==> config.mk <==
export PLATFORM = sky130hd
export DESIGN_NAME = poly_phase_accum
export DESIGN_NICKNAME = d
export VERILOG_FILES = /design/src/rtl/poly_phase_accum.sv
export SDC_FILE = /design/constraint.sdc
export NUM_CORES = 1
export LEC_CHECK = 0
export ABC_AREA = 0
export CAP_MARGIN = 20
export CORE_ASPECT_RATIO = 1.5
export CORE_UTILIZATION = 61
export CTS_CLUSTER_DIAMETER = 40
export DETAILED_ROUTE_END_ITERATION = 7
export GPL_ROUTABILITY_DRIVEN = 0
export HOLD_SLACK_MARGIN = 0.03
export PLACE_DENSITY_LB_ADDON = 0.15
export REMOVE_ABC_BUFFERS = 1
export SLEW_MARGIN = 40
export SYNTH_ARGS = -nofsm -noshare
export SYNTH_HDL_FRONTEND = slang
export SYNTH_SLANG_ARGS = --single-unit
==> constraint.sdc <==
create_clock -name clk -period 3.1 [get_ports clk]
set_clock_uncertainty 0.1 [all_clocks]
set_input_delay 0.62 -clock clk [delete_from_list [all_inputs] [get_ports clk]]
set_output_delay 0.62 -clock clk [all_outputs]
set_load 0.01 [all_outputs]
==> src/rtl/poly_phase_accum.sv <==
// Time-multiplexed multi-voice phase accumulator: one phase sample per voice,
// emitted round-robin over a valid/ready stream with per-voice note control.
module poly_phase_accum #(
    parameter int unsigned  PHASE_W    = 24,
    parameter int unsigned  NUM_VOICES = 4,
    parameter int unsigned  RETRIGGER  = 0,
    localparam int unsigned VOICE_W    = $clog2(NUM_VOICES)
) (
    input  logic                  clk,
    input  logic                  rst_n,
    input  logic                  fcw_wr_en,
    input  logic [VOICE_W-1:0]    fcw_wr_voice,
    input  logic [PHASE_W-1:0]    fcw_wr_data,
    input  logic [NUM_VOICES-1:0] note_start,
    input  logic [NUM_VOICES-1:0] note_release,
    input  logic [NUM_VOICES-1:0] note_reset,
    input  logic                  out_ready,
    output logic                  out_valid,
    output logic [PHASE_W-1:0]    out_phase,
    output logic [VOICE_W-1:0]    out_voice,
    output logic                  out_active,
    output logic                  out_frame_start,
    output logic [NUM_VOICES-1:0] voice_active,
    output logic [NUM_VOICES-1:0] note_finished
);

    logic [PHASE_W-1:0]    acc_q [NUM_VOICES];
    logic [PHASE_W-1:0]    acc_d [NUM_VOICES];
    logic [PHASE_W-1:0]    fcw_q [NUM_VOICES];
    logic [PHASE_W-1:0]    fcw_d [NUM_VOICES];
    logic [NUM_VOICES-1:0] active_q;
    logic [NUM_VOICES-1:0] active_d;
    logic [VOICE_W-1:0]    ptr_q;
    logic [VOICE_W-1:0]    ptr_d;
    logic [NUM_VOICES-1:0] fin_q;
    logic [NUM_VOICES-1:0] fin_d;

    logic                  out_valid_q;
    logic                  out_valid_d;
    logic [PHASE_W-1:0]    out_phase_q;
    logic [PHASE_W-1:0]    out_phase_d;
    logic [VOICE_W-1:0]    out_voice_q;
    logic [VOICE_W-1:0]    out_voice_d;
    logic                  out_active_q;
    logic                  out_active_d;
    logic                  out_fs_q;
    logic                  out_fs_d;

    logic                  load_c;
    logic [PHASE_W-1:0]    slot_acc_c;
    logic                  slot_active_c;

    // Output slice accepts a new slot when empty or being drained.
    assign load_c = !out_valid_q || out_ready;

    // State register.
    always_ff @(posedge clk or negedge rst_n) begin
        if (!rst_n) begin
            for (int v = 0; v < NUM_VOICES; v++) begin
                acc_q[v] <= '0;
                fcw_q[v] <= '0;
            end
            active_q     <= '0;
            ptr_q        <= '0;
            fin_q        <= '0;
            out_valid_q  <= 1'b0;
            out_phase_q  <= '0;
            out_voice_q  <= '0;
            out_active_q <= 1'b0;
            out_fs_q     <= 1'b0;
        end else begin
            for (int v = 0; v < NUM_VOICES; v++) begin
                acc_q[v] <= acc_d[v];
                fcw_q[v] <= fcw_d[v];
            end
            active_q     <= active_d;
            ptr_q        <= ptr_d;
            fin_q        <= fin_d;
            out_valid_q  <= out_valid_d;
            out_phase_q  <= out_phase_d;
            out_voice_q  <= out_voice_d;
            out_active_q <= out_active_d;
            out_fs_q     <= out_fs_d;
        end
    end

    // Next state: per-voice IDLE/ACTIVE machine, accumulator step, FCW writes, slot pointer.
    always_comb begin
        active_d = active_q;
        ptr_d    = ptr_q;
        for (int v = 0; v < NUM_VOICES; v++) begin
            acc_d[v] = acc_q[v];
            fcw_d[v] = fcw_q[v];
        end

        for (int v = 0; v < NUM_VOICES; v++) begin
            if (note_reset[v]) begin
                active_d[v] = 1'b0;
                acc_d[v]    = '0;
            end else if (note_release[v] && active_q[v]) begin
                active_d[v] = 1'b0;
            end else if (note_start[v] && (!active_q[v] || (RETRIGGER != 0))) begin
                active_d[v] = 1'b1;
                acc_d[v]    = '0;
            end else if (load_c && active_q[v] && (ptr_q == VOICE_W'(v))) begin
                // Increment uses the FCW held before any same-cycle write.
                acc_d[v] = acc_q[v] + fcw_q[v];
            end

            // Out-of-range voice indices never match, so such writes are dropped.
            if (fcw_wr_en && (fcw_wr_voice == VOICE_W'(v))) begin
                fcw_d[v] = fcw_wr_data;
            end
        end

        if (load_c) begin
            ptr_d = (ptr_q == VOICE_W'(NUM_VOICES - 1)) ? '0 : ptr_q + VOICE_W'(1);
        end
    end

    // Output next values: slot sample from pre-edge state and release pulses.
    always_comb begin
        slot_acc_c    = '0;
        slot_active_c = 1'b0;
        out_valid_d   = out_valid_q;
        out_phase_d   = out_phase_q;
        out_voice_d   = out_voice_q;
        out_active_d  = out_active_q;
        out_fs_d      = out_fs_q;
        fin_d         = '0;

        for (int v = 0; v < NUM_VOICES; v++) begin
            if (ptr_q == VOICE_W'(v)) begin
                slot_acc_c    = acc_q[v];
                slot_active_c = active_q[v];
            end
            fin_d[v] = note_release[v] && active_q[v] && !note_reset[v];
        end

        if (load_c) begin
            out_valid_d  = 1'b1;
            out_phase_d  = slot_active_c ? slot_acc_c : '0;
            out_voice_d  = ptr_q;
            out_active_d = slot_active_c;
            out_fs_d     = (ptr_q == '0);
        end
    end

    assign out_valid       = out_valid_q;
    assign out_phase       = out_phase_q;
    assign out_voice       = out_voice_q;
    assign out_active      = out_active_q;
    assign out_frame_start = out_fs_q;
    assign voice_active    = active_q;
    assign note_finished   = fin_q;

endmodule

# Yosys cells after proc, flatten, opt, wreduce, memory -nomap -nowiden
# Cells that the tools add are included.
# word_totals
register_bits	231
latchBits	0
ram_bits	0
rom_bits	0
in_bits	42
output_inout_bits	37
wordCells	120
memories	0
# classes
add_sub_neg	5
mul	0
div	0
magnitude_cmp	0
n_eq_ne	10
n_shift	0
mux	38
bitwise_logic	0
n_reduce_logical	48
# op_table
cell	n
24-bit two-way mux	21
24-bit adder	4
1-bit logical AND	24
3-bit nonzero test	8
1-bit two-way mux	16
1-bit logical NOT	9
2-bit equality test (second input constant)	4
2-bit inequality test (second input constant)	4
2-bit AND reduction	4
2-bit by 1-bit equality test with 1-bit output (second input constant)	2
2-bit logical NOT	2
2-bit by 1-bit adder with 2-bit output (second input constant)	1
2-bit two-way mux	1
1-bit logical OR	1

# Depth between registers and ports, before layout
# logic_depth
depth_word	8
ltp_mapped	12
depth_no_buf	11

# Worst setup path after synthesis
# OpenSTA, ideal clock, no wires.
# synth_path
path_kind	reg2reg
startpoint	reg acc_q[76] (netlist name)
endpoint	reg acc_q[95] (netlist name)
setup_ps	78
arrival_time_ps	2643
required_ps	2922
path_slack_ps	279
stages_incl_launch_ff	11
path_buffers	0
synth_period_minus_slack_ps	2821
path_cell_list	dfrtp_1 > ha_1 > a21oi_1 > and2_4 > a21o_1 > a31o_1 > o311a_4 > o311ai_4 > a21oi_2 > or4_1 > a21oi_1
# synth_via
elab_chain_cells	5
# synth_rtl
element	line_no	text
start: declaration	27	logic [PHASE_W-1:0] acc_q [NUM_VOICES];
start signal: indexed assignment	73	acc_q[v] <= acc_d[v];
24-bit adder	107	acc_d[v] = acc_q[v] + fcw_q[v];
24-bit two-way mux	105	end else if (load_c && active_q[v] && (ptr_q == VOICE_W'(v))) begin
24-bit two-way mux	102	end else if (note_start[v] && (!active_q[v] || (RETRIGGER != 0))) begin
24-bit two-way mux	100	end else if (note_release[v] && active_q[v]) begin
24-bit two-way mux	97	if (note_reset[v]) begin
# Every way passes these cells. The select of a mux whose other input is x is not followed.
# A chain may end at the register's enable or synchronous reset.

# Worst setup path after layout
# layout_path
startpoint	reg acc_q[27] (netlist name)
endpoint	reg acc_q[41] (netlist name)
# Same word-level chain as after synthesis.

==> out/metrics.csv <==
metric,value,unit
tightest_slew,0.6858,ns
synth-xor-area-share,0.04316,
core,22300,um2
antenna_found_initial,0,
place_area,15110,um2
rr_endpoint,acc_q[41],
vdd_drop_max,0.0004934,V
synth_enable_flop_cells,0,
drive_gt1_frac,0.1514,
slew_headroom,0.5428,
avgSynthCellArea,9.287,um2
grt-ovfl-total,0,
clockRootBuffer,clkbuf_16,
drt_wl_total,34680,um
multi_input_area,7855,um2
area_delta_synth_final,18.43,%
drt-initial-drc-count,697,
htreeDepth,1,
clkTransAtPathRegs,0.06,ns
fmax,327.4,MHz
antenna_cells,0,
r2r-start,acc_q[27],
power_density,573.9,nW/um2
hold_depth,2,
final_nets,1722,
die_w,124.8,um
synth_fa_ha_area_frac,0.09284,
syn_inst,1486,
hold_path.class,flop to flop,
critPathLaunchType,flop,
insertion_delay,0.56,ns
cts_max_path_buffers,3,
synth_seq_area_share,0.4189,
dieArea,23240,um2
arrival,3.37,ns
grt_pass1_vias,11565,
yosys.area_share.simple,0.1470,
outcome,"complete, but fails checks",
dr.pass1.iters,8,
synth-async-reset-ratio,1.000,
die_h,186.2,um
design_area,16340,um2
grt_start_max_net_pins,60,
grt_use_total,0.2990,
yosys.cell_types.count,58,
synth_top_family_by_area,compound AO/OA/AOI/OAI gates,
end_kind,flop,
rr_worst_depth,11,
cts_sinks,231,
grt_first_pass_wirelength,55740,um
fin_crit_sh,0.9852,
violations,design-rule violations,
yosysWarnings,0,
synth_compound_area_frac,0.1917,
ff_latch_area,5783,um2
hpwl,25270,um
drcViolationCount,12,
vias,11616,
start_util,0.6189,
muxShareOfSynthArea,0.08141,
num_rows,67,
layout_min_cycle_time,3.054,ns
path_class,flop to flop,
holdWs,0.3729,ns
synth_flop_cell,dfrtp_1,
critPathMaxFanout,3,
cap_violations,0,
p_leak,7.314,nW
worstSetupEndpoint,acc_q[41],
ant_nets,0,
fillers,1615,
wl_per_cell,18.44,um
cts_tree,done,
netlist_area,13800,um2
viasPerCell,6.175,
finalSetupViolations,0,
final_max_slew_viol_count,0,
setup.worst_path.start,acc_q[27],
r2r_slack,0.05,ns
io_pins,79,
finalHoldViolations,0,
cp.required,3.42,ns
ys_seq_elements,231,
io_buffers,78,
cts_buffers,31,
-- metal layers --
| layer | vias up | wire length, um | global-route usage |
|---|---|---|---|
| li1 | 5526 | - | - |
| met1 | 5660 | 14310 | 0.3679 |
| met2 | 346 | 17450 | 0.5440 |
| met3 | 84 | 1637 | 0.02603 |
| met4 | 0 | 1292 | 0.1244 |
| met5 | - | 0 | 0 |
-- timing repair --
| action | CTS | global route |
|---|---|---|
| gates cloned | 0 | 0 |
| hold endpoints to repair | 55 | 0 |
| gates resized for setup | 1 | 27 |
| hold buffers | 1 | 0 |
| buffers inserted | 0 | 3 |
| pin swaps | 1 | 9 |
| endpoints found under the setup margin | 2 | 13 |
-- where the power goes --
group	switching [mW]	internal [mW]
Clock	1.48	2.10
Combinational	1.36	0.906
Sequential	0.210	3.33
Total	3.05	6.33
-- through the flow --
| stage | power [mW] | setup TNS [ns] | utilization | instances | setup WS (ns) |
|---|---|---|---|---|---|
| after floorplan | 4.995 | -18.29 | - | 1422 | -0.6304 |
| after global placement | 5.699 | 0 | 0.6777 | 1819 | 0.02834 |
| after detailed placement | 5.775 | -0.01636 | 0.6777 | 1819 | -0.01242 |
| after CTS | 9.373 | 0 | 0.7256 | 1878 | 0.009898 |
| after global routing | 9.830 | -0.1034 | 0.7330 | 1881 | -0.04556 |
| final | 9.381 | 0 | 0.7330 | 1881 | 0.04588 |
-- critical path, stage by stage, from the launching register on --
cell and delay (ns):
dfrtp_1 0.40, ha_1 0.35, o211ai_1 0.14, o211ai_1 0.35, a2111oi_1 0.18, buf_4 0.16
o31ai_1 0.42, nand2_1 0.17, o21ai_0 0.35, nor3_1 0.09, a21oi_1 0.13, a21oi_1 0.08
-- placed cells by master (no fill, tap or decap), types with 8 or more instances in the layout --
cell type / count
a211oi_1: 15
a31oi_1: 8
nor3_1: 19
or3_1: 14
and2_1: 9
o21bai_1: 13
a22oi_1: 24
nor2_1: 104
clkbuf_16: 31
buf_4: 41
nand2_1: 212
nand3_1: 38
xnor2_1: 47
inv_1: 27
a21o_1: 45
ha_1: 89
nand4_1: 9
mux2_2: 98
o211ai_1: 8
xor2_1: 21
o31ai_1: 9
a21oi_1: 194
clkdlybuf4s50_1: 77
dfrtp_1: 229
o21ai_0: 74
-- layout make-up --
type | count | share of cell area
Timing Repair Buffer | 125 | 0.07364
Tap cell | 276 | 0.02113
Sequential cell | 231 | 0.3538
Clock inverter | 25 | 0.01546
Multi-Input combinational cell | 1164 | 0.4806
Inverter | 27 | 0.006201
Clock buffer | 33 | 0.04915
-- worst min-delay path by stage --
stage             startpoint       endpoint  slack, ns
2_1_floorplan          rst_n       acc_q[0]       0.22
3_3_place_gp    out_phase[6]   out_phase[6]       0.36
3_5_place_dp      out_active     out_active       0.37
4_1_cts        out_phase[14]  out_phase[14]       0.38
5_1_grt        out_phase[14]  out_phase[14]       0.39
6_report       out_phase[14]  out_phase[14]       0.37
-- Yosys cell counts, types with 3 or more instances --
| cell type | n | area share |
|---|---|---|
| nand2_1 | 213 | 0.058 |
| nor3b_1 | 7 | 0.0038 |
| and3_1 | 7 | 0.0032 |
| a21o_1 | 45 | 0.024 |
| or3_1 | 14 | 0.0063 |
| nand3b_1 | 6 | 0.0033 |
| o21bai_1 | 13 | 0.0071 |
| nand2b_1 | 6 | 0.0027 |
| xor2_1 | 21 | 0.013 |
| clkbuf_1 | 61 | 0.017 |
| a22oi_1 | 24 | 0.013 |
| mux2_2 | 98 | 0.080 |
| xnor2_1 | 47 | 0.030 |
| a21boi_0 | 3 | 0.0016 |
| o211ai_1 | 8 | 0.0044 |
| a31oi_1 | 11 | 0.0050 |
| nor3_1 | 23 | 0.0083 |
| a211o_1 | 3 | 0.0019 |
| nand3_1 | 38 | 0.014 |
| a211oi_1 | 17 | 0.0092 |
| and2_1 | 9 | 0.0041 |
| buf_1 | 3 | 0.00082 |
| inv_1 | 27 | 0.0073 |
| nand4_1 | 9 | 0.0041 |
| o31ai_1 | 9 | 0.0049 |
| ha_1 | 96 | 0.087 |
| o21ai_0 | 77 | 0.028 |
| nor2b_1 | 8 | 0.0036 |
| dfrtp_1 | 231 | 0.42 |
| nor2_1 | 105 | 0.029 |
| a21oi_1 | 198 | 0.072 |
| or4_1 | 8 | 0.0044 |
| fa_1 | 4 | 0.0058 |
| o21a_1 | 6 | 0.0033 |
-- kinds of logic after synthesis --
group | Yosys count
AND/OR/NAND/NOR | 458
AO/OA/AOI/OAI | 437
flip-flops | 231
adder cells (fa/ha/maj) | 100
multiplexers | 100
buffers and inverters | 91
XOR/XNOR | 68
other | 1
-- state kept, by name, indices dropped and copies added (netlist names) --
register and flops:
ptr_q 2, out_frame_start 1, out_phase 24, note_finished 4, voice_active 4, fcw_q 96
acc_q 96, out_voice 2, out_valid 1, out_active 1
Power figures use the tool's default switching activity.
